<file path="src/rtl/my_data_pkg.sv">
// Shared types and helpers for the my_data packer and its beat counter.
// Optional build macro: MY_DATA_PACKER_PARITY_EN (enables per-entry parity output).
package my_data_pkg;

  // Packer control states: FILL collects beats, HOLD presents the frame.
  typedef enum logic {
    FILL = 1'b0,
    HOLD = 1'b1
  } my_data_state_e;

  // Default frame geometry. Modules override it through their own parameters.
  localparam int DEF_AUM = 4;
  localparam int DEF_BUM = 8;
  localparam int DEF_VUM = 2;

  // Entry word at the default geometry. Parameterised modules declare the same
  // [AUM-1:0][BUM-1:0] shape locally using their own parameters.
  typedef logic [DEF_AUM-1:0][DEF_BUM-1:0] my_data_word_t;

  // Width of a counter that runs over 0..n-1. A one-value counter still gets
  // one bit so that every signal keeps a legal width.
  function automatic int clog2_min1(input int n);
    return (n <= 1) ? 1 : $clog2(n);
  endfunction

endpackage

</file>
<file path="src/rtl/my_data_packer_if.sv">
// Beat-in / frame-out bus of the my_data packer.
// Optional build macro: MY_DATA_PACKER_PARITY_EN adds my_data_par.
//
// Handshake semantics, on both sides:
//   A beat transfers on a rising clk edge where in_valid && in_ready.
//   A frame transfers on a rising clk edge where out_valid && out_ready.
//   A source holds its valid (and payload) until the transfer; a sink may
//   raise or drop ready at any time. in_last has meaning only while
//   in_valid is high. my_data_abv and out_beats are stable while out_valid.
interface my_data_packer_if #(
  parameter int AUM = 4,
  parameter int BUM = 8,
  parameter int VUM = 2
);
  localparam int BW = $clog2(AUM * VUM + 1);

  logic [BUM-1:0]          in_data;
  logic                    in_valid;
  logic                    in_last;
  logic                    in_ready;
  logic [AUM-1:0][BUM-1:0] my_data_abv [VUM];
  logic [BW-1:0]           out_beats;
  logic                    out_valid;
  logic                    out_ready;
`ifdef MY_DATA_PACKER_PARITY_EN
  logic [VUM-1:0]          my_data_par;
`endif

`ifdef MY_DATA_PACKER_PARITY_EN
  // The packer itself.
  modport master (
    input  in_data, in_valid, in_last, out_ready,
    output in_ready, my_data_abv, out_beats, out_valid, my_data_par
  );
  // Beat source plus frame consumer around the packer.
  modport slave (
    output in_data, in_valid, in_last, out_ready,
    input  in_ready, my_data_abv, out_beats, out_valid, my_data_par
  );
`else
  // The packer itself.
  modport master (
    input  in_data, in_valid, in_last, out_ready,
    output in_ready, my_data_abv, out_beats, out_valid
  );
  // Beat source plus frame consumer around the packer.
  modport slave (
    output in_data, in_valid, in_last, out_ready,
    input  in_ready, my_data_abv, out_beats, out_valid
  );
`endif

endinterface

</file>
<file path="src/rtl/my_data_beat_ctr.sv">
// Lane/entry position counter for the packer. Lane runs fastest; when the
// lane wraps, the entry advances. The last position reports frame_wrap.
module my_data_beat_ctr
  import my_data_pkg::*;
#(
  parameter int AUM = 4,
  parameter int VUM = 2,
  parameter int LW  = clog2_min1(AUM),
  parameter int EW  = clog2_min1(VUM)
) (
  input  logic          clk,
  input  logic          rst_n,
  input  logic          clear,
  input  logic          incr,
  output logic [LW-1:0] lane,
  output logic [EW-1:0] entry,
  output logic          lane_wrap,
  output logic          frame_wrap
);

  // Wrap flags for the current position.
  always_comb begin
    lane_wrap  = (lane == LW'(AUM - 1));
    frame_wrap = lane_wrap && (entry == EW'(VUM - 1));
  end

  // Position register: clear wins over incr; the full frame wraps to 0/0.
  always_ff @(posedge clk or negedge rst_n) begin
    if (!rst_n) begin
      lane  <= '0;
      entry <= '0;
    end else if (clear) begin
      lane  <= '0;
      entry <= '0;
    end else if (incr) begin
      if (lane_wrap) begin
        lane  <= '0;
        entry <= frame_wrap ? '0 : entry + EW'(1);
      end else begin
        lane  <= lane + LW'(1);
      end
    end
  end

endmodule

</file>
<file path="src/rtl/my_data_packer.sv">
// my_data_packer: collects BUM-bit beats into a VUM x [AUM][BUM] frame and
// holds it for one consumer handshake. Frames end at the last slot or on
// in_last; unwritten slots read 0 because the buffer is zeroed on handoff.
// Optional build macro: MY_DATA_PACKER_PARITY_EN (per-entry XOR parity).
module my_data_packer
  import my_data_pkg::*;
#(
  parameter int AUM = 4,
  parameter int BUM = 8,
  parameter int VUM = 2
) (
  input  logic                   clk,
  input  logic                   rst_n,
  my_data_packer_if.master       bus,
  output my_data_state_e         dbg_state
);

  localparam int BW = $clog2(AUM * VUM + 1);
  localparam int LW = clog2_min1(AUM);
  localparam int EW = clog2_min1(VUM);

  typedef logic [AUM-1:0][BUM-1:0] word_t;

  my_data_state_e state_q, state_d;
  logic           in_ready;
  logic           out_valid;
  logic           accept;
  logic           finish;
  logic           handoff;

  logic [LW-1:0]  lane;
  logic [EW-1:0]  entry;
  logic           lane_wrap;
  logic           frame_wrap;

  logic [BW-1:0]  beat_cnt;
  logic [BW-1:0]  beats_q;
  word_t          frame [VUM];
`ifdef MY_DATA_PACKER_PARITY_EN
  logic [VUM-1:0] par;
`endif

  my_data_beat_ctr #(
    .AUM (AUM),
    .VUM (VUM),
    .LW  (LW),
    .EW  (EW)
  ) u_beat_ctr (
    .clk        (clk),
    .rst_n      (rst_n),
    .clear      (handoff),
    .incr       (accept),
    .lane       (lane),
    .entry      (entry),
    .lane_wrap  (lane_wrap),
    .frame_wrap (frame_wrap)
  );

  // Next state and handshake strobes; ready/valid come from state alone so
  // out_ready never reaches in_ready combinationally.
  always_comb begin
    state_d   = state_q;
    in_ready  = 1'b0;
    out_valid = 1'b0;
    accept    = 1'b0;
    finish    = 1'b0;
    handoff   = 1'b0;
    case (state_q)
      FILL: begin
        in_ready = 1'b1;
        accept   = bus.in_valid;
        if (accept && (frame_wrap || bus.in_last)) begin
          finish  = 1'b1;
          state_d = HOLD;
        end
      end
      HOLD: begin
        out_valid = 1'b1;
        if (bus.out_ready) begin
          handoff = 1'b1;
          state_d = FILL;
        end
      end
    endcase
  end

  // State register.
  always_ff @(posedge clk or negedge rst_n) begin
    if (!rst_n) begin
      state_q <= FILL;
    end else begin
      state_q <= state_d;
    end
  end

  // Frame buffer, beat count and parity: written per accepted beat, frozen
  // in HOLD, zeroed on handoff so a short frame never shows stale data.
  always_ff @(posedge clk or negedge rst_n) begin
    if (!rst_n) begin
      for (int e = 0; e < VUM; e++) frame[e] <= '0;
      beat_cnt <= '0;
      beats_q  <= '0;
`ifdef MY_DATA_PACKER_PARITY_EN
      par      <= '0;
`endif
    end else if (handoff) begin
      for (int e = 0; e < VUM; e++) frame[e] <= '0;
      beat_cnt <= '0;
      beats_q  <= '0;
`ifdef MY_DATA_PACKER_PARITY_EN
      par      <= '0;
`endif
    end else if (accept) begin
      frame[entry][lane] <= bus.in_data;
      beat_cnt           <= beat_cnt + BW'(1);
      if (finish) beats_q <= beat_cnt + BW'(1);
`ifdef MY_DATA_PACKER_PARITY_EN
      par[entry]         <= par[entry] ^ (^bus.in_data);
`endif
    end
  end

  assign bus.in_ready    = in_ready;
  assign bus.out_valid   = out_valid;
  assign bus.out_beats   = beats_q;
  assign bus.my_data_abv = frame;
`ifdef MY_DATA_PACKER_PARITY_EN
  assign bus.my_data_par = par;
`endif
  assign dbg_state       = state_q;

endmodule

</file>
<file path="src/flat_wrapper.sv">
// flat-port wrapper written by rule: the top's interface ports become plain ports
module my_data_packer_flat import my_data_pkg::*;
#(
  parameter int AUM = 4,
  parameter int BUM = 8,
  parameter int VUM = 2
)
  (clk, rst_n, dbg_state, bus_in_data, bus_in_valid, bus_in_last, bus_out_ready, bus_in_ready, bus_my_data_abv, bus_out_beats, bus_out_valid);
  my_data_packer_if #(.AUM(AUM), .BUM(BUM), .VUM(VUM)) bus_i ();
  input  logic clk;
  input  logic rst_n;
  output my_data_state_e dbg_state;
  input wire logic [$bits(bus_i.in_data)-1:0] bus_in_data;
  input wire logic [$bits(bus_i.in_valid)-1:0] bus_in_valid;
  input wire logic [$bits(bus_i.in_last)-1:0] bus_in_last;
  input wire logic [$bits(bus_i.out_ready)-1:0] bus_out_ready;
  output wire logic [$bits(bus_i.in_ready)-1:0] bus_in_ready;
  output wire logic [$bits(bus_i.my_data_abv)-1:0] bus_my_data_abv;
  output wire logic [$bits(bus_i.out_beats)-1:0] bus_out_beats;
  output wire logic [$bits(bus_i.out_valid)-1:0] bus_out_valid;
  assign bus_i.in_data = bus_in_data;
  assign bus_i.in_valid = bus_in_valid;
  assign bus_i.in_last = bus_in_last;
  assign bus_i.out_ready = bus_out_ready;
  assign bus_in_ready = bus_i.in_ready;
  assign bus_my_data_abv = {>>{bus_i.my_data_abv}};
  assign bus_out_beats = bus_i.out_beats;
  assign bus_out_valid = bus_i.out_valid;
  my_data_packer #(.AUM(AUM), .BUM(BUM), .VUM(VUM)) u_core (.clk(clk), .rst_n(rst_n), .bus(bus_i), .dbg_state(dbg_state));
endmodule
</file>
<file path="config.mk">
export PLATFORM = sky130hd
export DESIGN_NAME = my_data_packer_flat
export DESIGN_NICKNAME = d
export VERILOG_FILES = /design/src/rtl/my_data_pkg.sv /design/src/rtl/my_data_packer_if.sv /design/src/rtl/my_data_beat_ctr.sv /design/src/rtl/my_data_packer.sv /design/src/flat_wrapper.sv
export SDC_FILE = /design/constraint.sdc
export NUM_CORES = 1
export LEC_CHECK = 0
export CORE_ASPECT_RATIO = 0.8
export CORE_MARGIN = 2
export CORE_UTILIZATION = 40
export CTS_BUF_LIST = sky130_fd_sc_hd__clkbuf_8
export CTS_CLUSTER_DIAMETER = 30
export DETAILED_ROUTE_END_ITERATION = 6
export GPL_TIMING_DRIVEN = 0
export PLACE_DENSITY = 0.68
export SLEW_MARGIN = 5
export SYNTH_ARGS = -nofsm -noshare
export SYNTH_HDL_FRONTEND = slang
export SYNTH_SLANG_ARGS = --single-unit
</file>
<file path="constraint.sdc">
create_clock -name clk -period 1.2 [get_ports clk]
set_input_delay 0.36 -clock clk [delete_from_list [all_inputs] [get_ports clk]]
set_output_delay 0.36 -clock clk [all_outputs]
set_load 0.05 [all_outputs]
</file>
==> run summary <==
DP HPWL: 6030 µm
First-pass GRT wire length: 15700 µm
Vert. Die Dim: 85.0 µm
Max-slew headroom: 76.3%
Worst hold-check path type: in -> async
Worst path max stage delay: 0.44 ns
Synth Register Bits: 76
Placeable core area: 0.00795 mm²
Fin crit period: 1.49 ns
Worst setup margin: -0.288 ns
CP Max Fanout: 4
Slew of the pin with the lowest slew margin: 0.355 ns
Req. time, crit path: 0.84 ns
Synthesized area: 0.00328 mm²
Maximum clock rate: 672 MHz
Routed wire length: 10300 µm
Power per cell area: 2340 mW/mm²
Distinct cells, synth: 29
Chip Width: 105 µm
GP Congestion: 0.776
CTS Buf Count: 9
Status: finished with violations
Internal: 7.21 mW
Initial antenna violation count: 0
Unrepaired setup endpoints after global routing: yes
Max-Cap Viols: 0
Total GRT Usage: 22.6%
Post-Syn Nets: 334
Layout cells sized above 1: 48.8%
Critical-path cell list: buf_6, clkinvlp_4, buf_8
Port buffer count: 83
Max Clock Skew: 0.00918 ns
Final number of hold-violating endpoints: 0
Sequential share of power: 30.9%
CP Launch Type: register
CP bufs+invs: 3
Final net count: 504
Antenna Cells: 0
CTS H-Tree Depth: 3
Boundary Pins: 84
Psw: 5.83 mW
Die area: 0.00894 mm²
Final period util: 124%
Highest-count cells in the layout ignoring fill and taps: 94 x buf_6, 73 x dfrtp_1, 69 x nand2_1
Vias/cell: 5.09
Clock power frac: 14.3%
DRT iter0 DRCs: 134
Grt ovf: 0
Clk buf depth: 2
Site Rows: 29
1st-pass router iterations: 4
Root Buffer: clkbuf_8
Post-route ant nets: 0
CP max-delay cell: dfrtp_2
Final setup viols: 146
Largest delay share family, worst path: flip-flops
Worst Hold Slack: 0.469 ns
Max VDD drop: 0.00167 V
CP endpoint kind: primary output
Sw Share: 44.7%
Clock-pin slew on the worst setup and hold paths: 0.08 ns
Pwr Total: 13.0 mW
Critical path type: reg -> out
Clk sinks: 76
WL per Instance: 17.1 µm
Violations in the final reports: negative setup slack
Syn-to-layout area delta: 70.1%
Vias: 3045
Worst Path Arrival: 1.13 ns
Slew Limit Fails: 0
Vias in the first global route: 3156
Largest net degree at the start of global routing: 42
Leak Pwr: 2.77 nW
Clock Latency Late Sink: 0.35 ns
TritonCTS clock tree: done
Initial Utilization: 41.2%
Mean Syn Cell Area: 10.4 µm²
Post-synthesis instance total: 316
Sequential area share after synthesis: 58.0%
Gate power share: 54.7%
Number of synthesis warnings: 0
Final routed DRC violation total: 0
Most common cell after layout, fill and taps aside: buf_6
## through the flow
step | cells | utilization, % | setup WS [ns] | cell area [µm²] | setup TNS [ns]
4_1_cts | 576 | 66.2 | -0.300 | 5260 | -21.88
6_report | 598 | 70.1 | -0.288 | 5570 | -18.42
5_1_grt | 598 | 70.1 | -0.322 | 5570 | -24.00
3_3_place_gp | 507 | 54.9 | -3.19 | 4360 | -278.94
3_5_place_dp | 508 | 55.1 | -0.655 | 4380 | -59.92
2_1_floorplan | 316 | - | -0.142 | 3400 | -7.25
## registers in the layout (all words and copies together) (netlist names)
signal                   cells
u_core.beat_cnt              4
u_core.dbg_state             1
u_core.bus.out_beats         4
u_core.u_beat_ctr.entry      1
u_core.u_beat_ctr.lane       2
u_core.bus.my_data_abv      64
## path summary, 6_finish.rpt
kind | from | to | slack (ns) | cells after the start
setup / recovery | u_core.dbg_state$_DFF_PN0_ | bus_in_ready | -0.29 | 3
hold / removal | rst_n | u_core.bus.my_data_abv[2]$_DFFE_PN0P_ | 0.47 | 2
setup reg to reg | u_core.dbg_state$_DFF_PN0_ | u_core.bus.my_data_abv[29]$_DFFE_PN0P_ | -0.23 | 6
hold reg to reg | u_core.beat_cnt[3]$_DFFE_PN0P_ | u_core.beat_cnt[3]$_DFFE_PN0P_ | 0.52 | 1
max in group asynchronous | rst_n | u_core.u_beat_ctr.lane[1]$_DFFE_PN0P_ | 0.18 | 3
min in group clk | u_core.beat_cnt[3]$_DFFE_PN0P_ | u_core.beat_cnt[3]$_DFFE_PN0P_ | 0.52 | 1
## power by group through the flow
stage | registers [mW] | clock network (mW) | logic (mW)
2_1_floorplan | 6.30 | 0 | 1.39
3_3_place_gp | 3.90 | 0 | 5.69
3_5_place_dp | 3.90 | 0 | 5.77
4_1_cts | 3.98 | 1.91 | 6.62
5_1_grt | 4.12 | 2.02 | 7.49
6_report | 4.03 | 1.87 | 7.14
## metal layers
layer / part of all wire [%] / track usage [%] / routed length (µm) / up-vias
li1: - / - / - / 1429
met1: 44 / 30.0 / 4500 / 1494
met2: 48 / 35.0 / 4900 / 106
met3: 6.6 / 7.68 / 679 / 16
met4: 1.6 / 7.76 / 167 / 0
met5: 0 / 0 / 0 / -
## cell usage after synthesis
cell | count | area, µm²
inv_1 | 4 | 15.0
nand2_1 | 78 | 293
a311oi_1 | 1 | 8.76
nand3b_1 | 1 | 7.51
buf_4 | 3 | 22.5
a22o_1 | 2 | 17.5
xnor2_1 | 1 | 8.76
o211ai_1 | 1 | 7.51
buf_6 | 8 | 90.1
xor2_1 | 2 | 17.5
mux2i_1 | 4 | 40.0
and2_1 | 1 | 6.26
nand3_1 | 34 | 170
buf_2 | 6 | 30.0
o21ai_1 | 11 | 55.1
clkbuf_1 | 4 | 15.0
and2b_1 | 1 | 7.51
a21oi_1 | 2 | 10.0
nor2_1 | 2 | 7.51
dfrtp_1 | 76 | 1900
ha_1 | 5 | 62.6
o31ai_1 | 1 | 7.51
nand2_2 | 2 | 12.5
nand2b_4 | 1 | 13.8
a21o_1 | 1 | 7.51
nand4b_4 | 4 | 95.1
o21ai_0 | 55 | 275
or3_1 | 1 | 6.26
and4bb_4 | 4 | 65.1
## timing repair
action	in CTS	in global routing
buffers inserted	42	23
endpoints found under the hold margin	35	0
hold buffers	1	0
pin swaps	8	4
setup endpoints to repair	146	172
gates cloned	11	1
resized for setup	560	51
## cell type report
cell class,count,area [µm²]
timing repair buffer,159,1670
multi-input combinational,215,1420
sequential,76,1910
tap,108,135
inverter,4,18.8
buffer,21,244
clock inverter,6,57.6
fill,541,2370
clock buffer,9,124
## logic make-up after synthesis
kind of cell             synth area share [%]
AND/OR/NAND/NOR                          20.9
AO/OA/AOI/OAI                            11.9
adder cells (fa/ha/maj)                  1.91
XOR/XNOR                                0.802
flip-flops                               58.0
buffers and inverters                    5.27
multiplexers                             1.22
No activity file was read; power rests on OpenSTA's default activity.
